--- src/rtl/fetch_unit.sv ---
// rtl/fetch_unit.sv - MIPS instruction-fetch stage around the PC register
// Fetches the word at pc_in over req/gnt/rvalid, hands it to decode, computes pc_next.
module fetch_unit #(
    parameter int unsigned TIMEOUT = 16
) (
    input  logic        clk,
    input  logic        Reset,
    input  logic [31:0] pc_in,
    output logic [31:0] pc_next,
    output logic        imem_req,
    output logic [31:0] imem_addr,
    input  logic        imem_gnt,
    input  logic        imem_rvalid,
    input  logic [31:0] imem_rdata,
    output logic [31:0] instr_out,
    output logic [31:0] instr_pc,
    output logic        instr_valid,
    input  logic        instr_ready,
    input  logic        branch_taken,
    input  logic [31:0] branch_offset,
    input  logic        jump,
    input  logic [25:0] jump_index,
    input  logic        jump_reg,
    input  logic [31:0] jr_target,
    output logic        fetch_err
);

    typedef enum logic [2:0] {
        S_IDLE,
        S_REQ,
        S_WAIT,
        S_HOLD,
        S_ERR
    } state_t;

    localparam logic [7:0] TIMER_LAST = 8'(TIMEOUT - 1);

    state_t      state_q, state_d;
    logic [31:0] instr_out_q, instr_out_d;
    logic [31:0] instr_pc_q, instr_pc_d;
    logic [7:0]  timer_q, timer_d;

    logic        aligned;
    logic        retire;
    logic [31:0] pc4;
    logic [31:0] offset_bytes;

    assign aligned = (pc_in[1:0] == 2'b00);
    assign retire  = (state_q == S_HOLD) && instr_ready;

    always_ff @(posedge clk or negedge Reset) begin
        if (!Reset) begin
            state_q     <= S_IDLE;
            instr_out_q <= 32'h0;
            instr_pc_q  <= 32'h0;
            timer_q     <= 8'h0;
        end else begin
            state_q     <= state_d;
            instr_out_q <= instr_out_d;
            instr_pc_q  <= instr_pc_d;
            timer_q     <= timer_d;
        end
    end

    always_comb begin
        state_d     = state_q;
        instr_out_d = instr_out_q;
        instr_pc_d  = instr_pc_q;
        timer_d     = timer_q;
        case (state_q)
            S_IDLE: state_d = S_REQ;
            S_REQ: begin
                // A misaligned PC never reaches memory; rvalid without gnt is stale.
                if (!aligned) begin
                    state_d = S_ERR;
                end else if (imem_gnt && imem_rvalid) begin
                    instr_out_d = imem_rdata;
                    instr_pc_d  = pc_in;
                    state_d     = S_HOLD;
                end else if (imem_gnt) begin
                    timer_d = 8'h0;
                    state_d = S_WAIT;
                end
            end
            S_WAIT: begin
                if (imem_rvalid) begin
                    instr_out_d = imem_rdata;
                    instr_pc_d  = pc_in;
                    state_d     = S_HOLD;
                end else if (timer_q == TIMER_LAST) begin
                    state_d = S_ERR;
                end else begin
                    timer_d = timer_q + 8'd1;
                end
            end
            S_HOLD: begin
                if (instr_ready) state_d = S_REQ;
            end
            S_ERR:   state_d = S_ERR;
            default: state_d = S_IDLE;
        endcase
    end

    assign pc4          = pc_in + 32'd4;
    assign offset_bytes = branch_offset << 2;

    // The PC register loads pc_next every edge, so holding means echoing pc_in.
    always_comb begin
        pc_next = pc_in;
        if (retire) begin
            if (jump_reg)          pc_next = jr_target;
            else if (jump)         pc_next = {pc4[31:28], jump_index, 2'b00};
            else if (branch_taken) pc_next = pc4 + offset_bytes;
            else                   pc_next = pc4;
        end
    end

    assign imem_req    = (state_q == S_REQ) && aligned;
    assign imem_addr   = pc_in;
    assign instr_out   = instr_out_q;
    assign instr_pc    = instr_pc_q;
    assign instr_valid = (state_q == S_HOLD);
    assign fetch_err   = (state_q == S_ERR);

endmodule
--- config.mk ---
export PLATFORM = sky130hd
export DESIGN_NAME = fetch_unit
export DESIGN_NICKNAME = d
export VERILOG_FILES = /design/src/rtl/fetch_unit.sv
export SDC_FILE = /design/constraint.sdc
export NUM_CORES = 1
export LEC_CHECK = 0
export CORE_ASPECT_RATIO = 0.7
export CORE_MARGIN = 2
export CORE_UTILIZATION = 41
export CTS_BUF_LIST = sky130_fd_sc_hd__clkbuf_4 sky130_fd_sc_hd__clkbuf_8
export CTS_CLUSTER_DIAMETER = 50
export DETAILED_ROUTE_END_ITERATION = 10
export PLACE_DENSITY = 0.86
export SKIP_CTS_REPAIR_TIMING = 1
export SYNTH_ARGS = -nofsm -noshare
export SYNTH_HDL_FRONTEND = slang
export SYNTH_SLANG_ARGS = --single-unit
--- constraint.sdc ---
create_clock -name clk -period 8.9 [get_ports clk]
set_clock_uncertainty 0.1 [all_clocks]
set_input_delay 1.335 -clock clk [delete_from_list [all_inputs] [get_ports clk]]
set_output_delay 1.335 -clock clk [all_outputs]
set_load 0.02 [all_outputs]
==> results.ini, run 1 <==
[outcome]
outcome = complete, no violations

[route]
drtIter0Drc = 603
ant_nets = 0
routed_via_density = 5.813
route.detailed.drc = 0
route.vias.total = 7022
first_pass_iters = 5
wl_per_cell_um = 20.28
finalWirelength_um = 24500

[sta]
hold_violations = 0
slew_viol_final = 0
timing.final.crit_share = 0.8888
grt_setup_unrepaired = no
totalNegativeSetupSlack_ps = 0
finalSetupViolCount = 0
post-route-min-period_ps = 7910
worstMarginPinSlew_ps = 946.8
timing.fmax_mhz = 126.4
slew-limit-headroom = 0.3688
fin_ws_ps = 989.8

[floorplanning]
rows = 38
chipWidth_um = 155.5
die_h_um = 110.1
pin_count = 293
coreArea_mm2 = 0.01560
initial_utilization = 0.4224
die_area_mm2 = 0.01711

[clock_network]
cts_root_buffer = clkbuf_8
cts_tree = yes
clkLatencyLatePin_ps = 350
clk_pin_slew_ps = 80
cts_buffer_depth = 2
cts.htree.levels = 3
cts-buffers-inserted = 9
cts.sinks = 75

[min_path]
hold_class = flip-flop to flip-flop

[cells_and_area]
diodes = 0
final_cell_mix = clkdlybuf4s50_1, nand2_1, dfrtp_1
synthToLayoutAreaGrowth_pct = 46.17
nNetsFinal = 1204
drive_gt1_frac = 0.1042
nFillCells = 1382
final_common_cell = clkdlybuf4s50_1
utilization = 0.6175

[critical_path]
critPathCaptureType = output pin
cp_num_buf_inv = 2
critPathLaunchType = primary input
arrival_ps = 6480
slowest_stage = clkdlybuf4s50_1
cp_cell_sequence = clkdlybuf4s50_1 > and4_1 > and3_1 > and4_1 > xor2_1 > ha_1 > a21o_1 > a31o_2 > a211oi_1 > a21oi_1 > nor3_1 > o211ai_1 > xnor2_1 > o211a_1 > o21ai_0 > clkdlybuf4s50_1
slowest_delay_ps = 670
crit_required_ps = 7470
critical-path-top-delay-family = compound AO/OA/AOI/OAI gates
crit_path_max_fanout = 8
worstSetupPathType = primary input to output pin

[synthesis]
ys_async_sr_fraction = 1.000
synth.ff_latch_count = 75
synth_edf_count = 0
synthesis.nets = 958
synthFlopType = dfrtp_1
synthCells = 757
synth.cell_area_mm2 = 0.006588
ys_warn_count = 0
syn_area_per_cell_um2 = 8.702
ys_types = 72
ys_seq_area_frac = 0.2849

[global_route]
overflow = 0
grt_pass1_vias = 6556
grt_max_degree = 76
gr-usage-all-layers = 0.2748
antenna_found_initial = 0
grt_pass1_wl_um = 36200

[placed_design]
dpl.hpwl_um = 19060
dpl_worst_slack_ps = 1037
gp_congestion = 1.025
port_buffers = 290

[power]
power_density_mw_per_mm2 = 184.2
peakVddDrop_mv = 0.1610
p_leak_uw = 0.004012

[run]
maxCapViolCount = 0

## cells by family (layout without fill, tap and decap cells)
group	after synthesis	in the layout	synth area share
and+or+nand+nor	228	228	0.1713
AOI/OAI and AO/OA	216	216	0.2139
buffers and inverters	79	330	0.06913
DFF	75	75	0.2849
muxes	72	72	0.1217
xor gates and xnor gates	48	48	0.06382
adders and majority gates	39	39	0.07521
## metal layers
layer | vias to the layer above | track usage | share of wire
met3 | 34 | 0.06919 | 0.093
li1 | 3262 | - | -
met1 | 3341 | 0.3673 | 0.43
met2 | 385 | 0.4542 | 0.46
met4 | 0 | 0.05963 | 0.017
met5 | - | 0 | 0
## worst paths after layout
check	depth (start not counted)	start	to	slack [ps]
worst max-delay path	16	pc_in[4]	pc_next[27]	990
worst min-delay path	1	timer_q[7]	timer_q[7]	400
worst max register to register	9	state_q[0]	state_q[1]	6180
worst min register to register	1	timer_q[7]	timer_q[7]	400
max in group asynchronous	1	Reset	timer_q[4]	7060
min in group asynchronous	1	Reset	instr_out[24]	1010
## Yosys cell counts, types with 5 or more instances
cell	number	area [um^2]
nor3_1	8	40.04
o21ai_0	43	215.2
xor2_1	23	201.4
mux2i_1	7	70.07
and3_1	19	118.9
nand2_1	77	289.0
ha_1	38	475.5
nor2_1	43	161.4
dfrtp_1	75	1877
buf_4	32	240.2
a221o_1	5	50.05
o21a_1	6	45.04
buf_2	7	35.03
nand4_1	8	50.05
inv_1	16	60.06
o211ai_1	15	112.6
mux2_2	65	732.0
a21o_1	15	112.6
o31ai_1	6	45.04
and2_1	10	62.56
a21oi_1	64	320.3
nand3_1	28	140.1
clkbuf_1	18	67.56
a31oi_1	6	37.54
o22ai_1	7	43.79
and4_1	7	61.31
xnor2_1	25	219.0
## sequential cells by signal, summed over array words and instances, names as in the netlist
register	flops
instr_out	32
state_q	3
instr_pc	32
timer_q	8
## metrics by stage
stage	std cells	total power (uW)	area, um^2	hold WS (ps)
final	1208	1774	9629	396.3
after CTS	1208	1783	9629	391.7
after detailed placement	1192	1482	9405	376.5
after global routing	1208	1870	9629	419.4
after global placement	1192	1457	9405	377.5
after floorplan	757	1023	6588	346.3
## worst reg2reg max path, delay by kind of cell (launching register included)
kind | cells | cell delay [ps]
DFF | 1 | 480
and+or+nand+nor | 2 | 720
AOI/OAI and AO/OA | 7 | 1300
## power by group
group | leakage, uW | total [uW] | internal [uW] | switching [uW]
logic | 0.00295 | 931 | 478 | 453
clock network | 0.000102 | 296 | 160 | 137
registers | 0.000963 | 546 | 470 | 76.9
total | 0.00401 | 1770 | 1110 | 666
## layout make-up
cell class / instances / area (um^2) / share of cell area
inverters: 17 / 63.81 / 0.006627
clock buffers: 9 / 123.9 / 0.01286
clock inverters: 7 / 100.1 / 0.01040
well taps: 200 / 250.2 / 0.02599
flip-flops and latches: 75 / 1877 / 0.1949
repair buffers: 297 / 2953 / 0.3067
multi-input cells: 603 / 4262 / 0.4426
No activity file was read; power rests on OpenSTA's default activity.
==> run 2, diff against run 1 <==
--- a/config.mk
+++ b/config.mk
@@ -11,6 +11,7 @@
 export CTS_BUF_LIST = sky130_fd_sc_hd__clkbuf_4 sky130_fd_sc_hd__clkbuf_8
 export CTS_CLUSTER_DIAMETER = 50
 export DETAILED_ROUTE_END_ITERATION = 10
+export HOLD_SLACK_MARGIN = 0.1
 export PLACE_DENSITY = 0.86
 export SKIP_CTS_REPAIR_TIMING = 1
 export SYNTH_ARGS = -nofsm -noshare
==> results of run 2 <==
Final layout, timing and power as in run 1 (identical DEF).
==> run 3, diff against run 2 <==
--- a/config.mk
+++ b/config.mk
@@ -13,6 +13,7 @@
 export DETAILED_ROUTE_END_ITERATION = 10
 export HOLD_SLACK_MARGIN = 0.1
 export PLACE_DENSITY = 0.86
+export REMOVE_ABC_BUFFERS = 1
 export SKIP_CTS_REPAIR_TIMING = 1
 export SYNTH_ARGS = -nofsm -noshare
 export SYNTH_HDL_FRONTEND = slang
==> results.ini, run 3 (same netlist as run 1, synthesis figures left out) <==
[floorplanning]
rows = 38  ; unchanged
die_area_mm2 = 0.01711  ; unchanged
pin_count = 293  ; unchanged
chipWidth_um = 155.5  ; unchanged
initial_utilization = 0.4224  ; unchanged
coreArea_mm2 = 0.01560  ; unchanged
die_h_um = 110.1  ; unchanged

[critical_path]
critPathCaptureType = output pin
crit_path_max_fanout = 8  ; unchanged
crit_required_ps = 7470  ; about the same
critPathLaunchType = primary input
arrival_ps = 6600  ; +120 ps
worstSetupPathType = primary input to output pin

[placed_design]
place_area_mm2 = 0.009413  ; about the same
gp_congestion = 0.9304  ; -9.3%
dp.cells = 1193  ; +0.084%
dpl_worst_slack_ps = 878.4  ; -158.1 ps
dpl.hpwl_um = 19580  ; +2.7%
port_buffers = 290  ; unchanged

[power]
power_density_mw_per_mm2 = 184.5  ; +0.17%
p_leak_uw = 0.004031  ; +0.46%
peakVddDrop_mv = 0.1499  ; -6.9%

[min_path]
hold_class = flip-flop to flip-flop

[cells_and_area]
design_area_mm2 = 0.009638  ; about the same
final_cell_mix = clkdlybuf4s50_1, nand2_1, dfrtp_1
synthToLayoutAreaGrowth_pct = 46.31  ; about the same
final_common_cell = clkdlybuf4s50_1
layoutNonFillerInstCount = 1209  ; +0.083%
drive_gt1_frac = 0.1051  ; +0.0008878
diodes = 0  ; unchanged
nNetsFinal = 1205  ; +0.083%

[clock_network]
clkLatencyLatePin_ps = 340  ; about the same
cts-buffers-inserted = 9  ; unchanged
cts_buffer_depth = 2  ; unchanged
cts_root_buffer = clkbuf_8
clk_pin_slew_ps = 70  ; about the same
cts.htree.levels = 3  ; unchanged
cts_tree = yes
cts.sinks = 75  ; unchanged

[sta]
slew-limit-headroom = 0.3741  ; +0.005277
timing.fmax_mhz = 124.5  ; -1.5%
post-route-min-period_ps = 8032  ; +121.6 ps
finalSetupViolCount = 0  ; unchanged
hold_violations = 0  ; unchanged
slew_viol_final = 0  ; unchanged
timing.final.crit_share = 0.9025  ; +0.01367
fin_ws_ps = 868.1  ; -121.6 ps
grt_setup_unrepaired = no
totalNegativeSetupSlack_ps = 0  ; unchanged
worstMarginPinSlew_ps = 938.8  ; -7.915 ps

[global_route]
grt_pass1_vias = 6646  ; +1.4%
grt_pass1_wl_um = 36950  ; +2.1%
overflow = 0  ; unchanged
grt_max_degree = 76  ; unchanged
gr-usage-all-layers = 0.2806  ; +0.005845
antenna_found_initial = 0  ; unchanged

[route]
ant_nets = 0  ; unchanged
first_pass_iters = 5  ; unchanged
drtIter0Drc = 567  ; -6.0%
finalWirelength_um = 24780  ; +1.1%
route.detailed.drc = 0  ; unchanged
wl_per_cell_um = 20.50  ; +1.1%
route.vias.total = 6998  ; -0.34%
routed_via_density = 5.788  ; -0.42%

[outcome]
outcome = complete, no violations

[run]
maxCapViolCount = 0  ; unchanged

-- run 3: changes by cell type in the layout (fill, tap and decap cells not counted) --
cell,change
clkbuf_8,+1
buf_4,+1
clkinv_4,+1
clkinv_2,+2
clkinvlp_4,-3
inv_6,-1
-- run 3: path summary, 6_finish.rpt --
kind / startpoint / end / slack, ps / depth (start not counted)
min in group asynchronous: Reset / instr_pc[11] / 1020 / 1
max in group asynchronous: Reset / instr_out[15] / 7060 / 1
min: timer_q[7] / timer_q[7] / 390 / 1
max: pc_in[8] / pc_next[31] / 870 / 18
min reg2reg: timer_q[7] / timer_q[7] / 390 / 1
max reg2reg: state_q[1] / instr_out[16] / 5900 / 5
-- run 3: worst max-delay path, stage by stage --
cell and delay, ps:
clkdlybuf4s50_1 680, and4_1 330, and3_1 200, and4_1 310
and2_2 240, nand2_1 80, xnor2_1 330, ha_1 360
and2_4 190, a221o_1 310, o2bb2ai_1 170, or3_1 370
o21a_1 180, o211ai_1 210, xor2_1 120, or4_1 430
nand3_1 100, clkdlybuf4s50_1 640
-- run 3: area by class of cell --
| cell class | count | area [um^2] |
|---|---|---|
| Multi-Input combinational cell | 603 | 4262 |
| Inverter | 17 | 63.81 |
| Clock inverter | 6 | 87.58 |
| Clock buffer | 10 | 137.6 |
| Fill cell | 1328 | 5957 |
| Sequential cell | 75 | 1877 |
| Timing Repair Buffer | 298 | 2960 |
| Tap cell | 200 | 250.2 |
-- run 3: power breakdown --
group / internal [uW] / total (uW) / switching, uW
logic: 478 / 932 / 453
clock network: 166 / 297 / 130
registers: 470 / 550 / 80.5
total: 1110 / 1780 / 664
-- run 3: through the flow --
step	total power (uW)	util	hold WS, ps
finish	1779	0.6180	390.0
global route	1877	0.6180	420.4
CTS	1794	0.6180	391.6
detailed placement	1488	0.6036	379.6
global placement	1466	0.6036	370.2
floorplan	994.8	-	346.3
-- run 3: per-layer routing --
layer | vias to the layer above | share of wire | track usage
li1 | 3270 | - | -
met1 | 3299 | 0.42 | 0.3639
met2 | 384 | 0.46 | 0.4674
met3 | 45 | 0.099 | 0.07467
met4 | 0 | 0.022 | 0.07733
met5 | - | 0 | 0
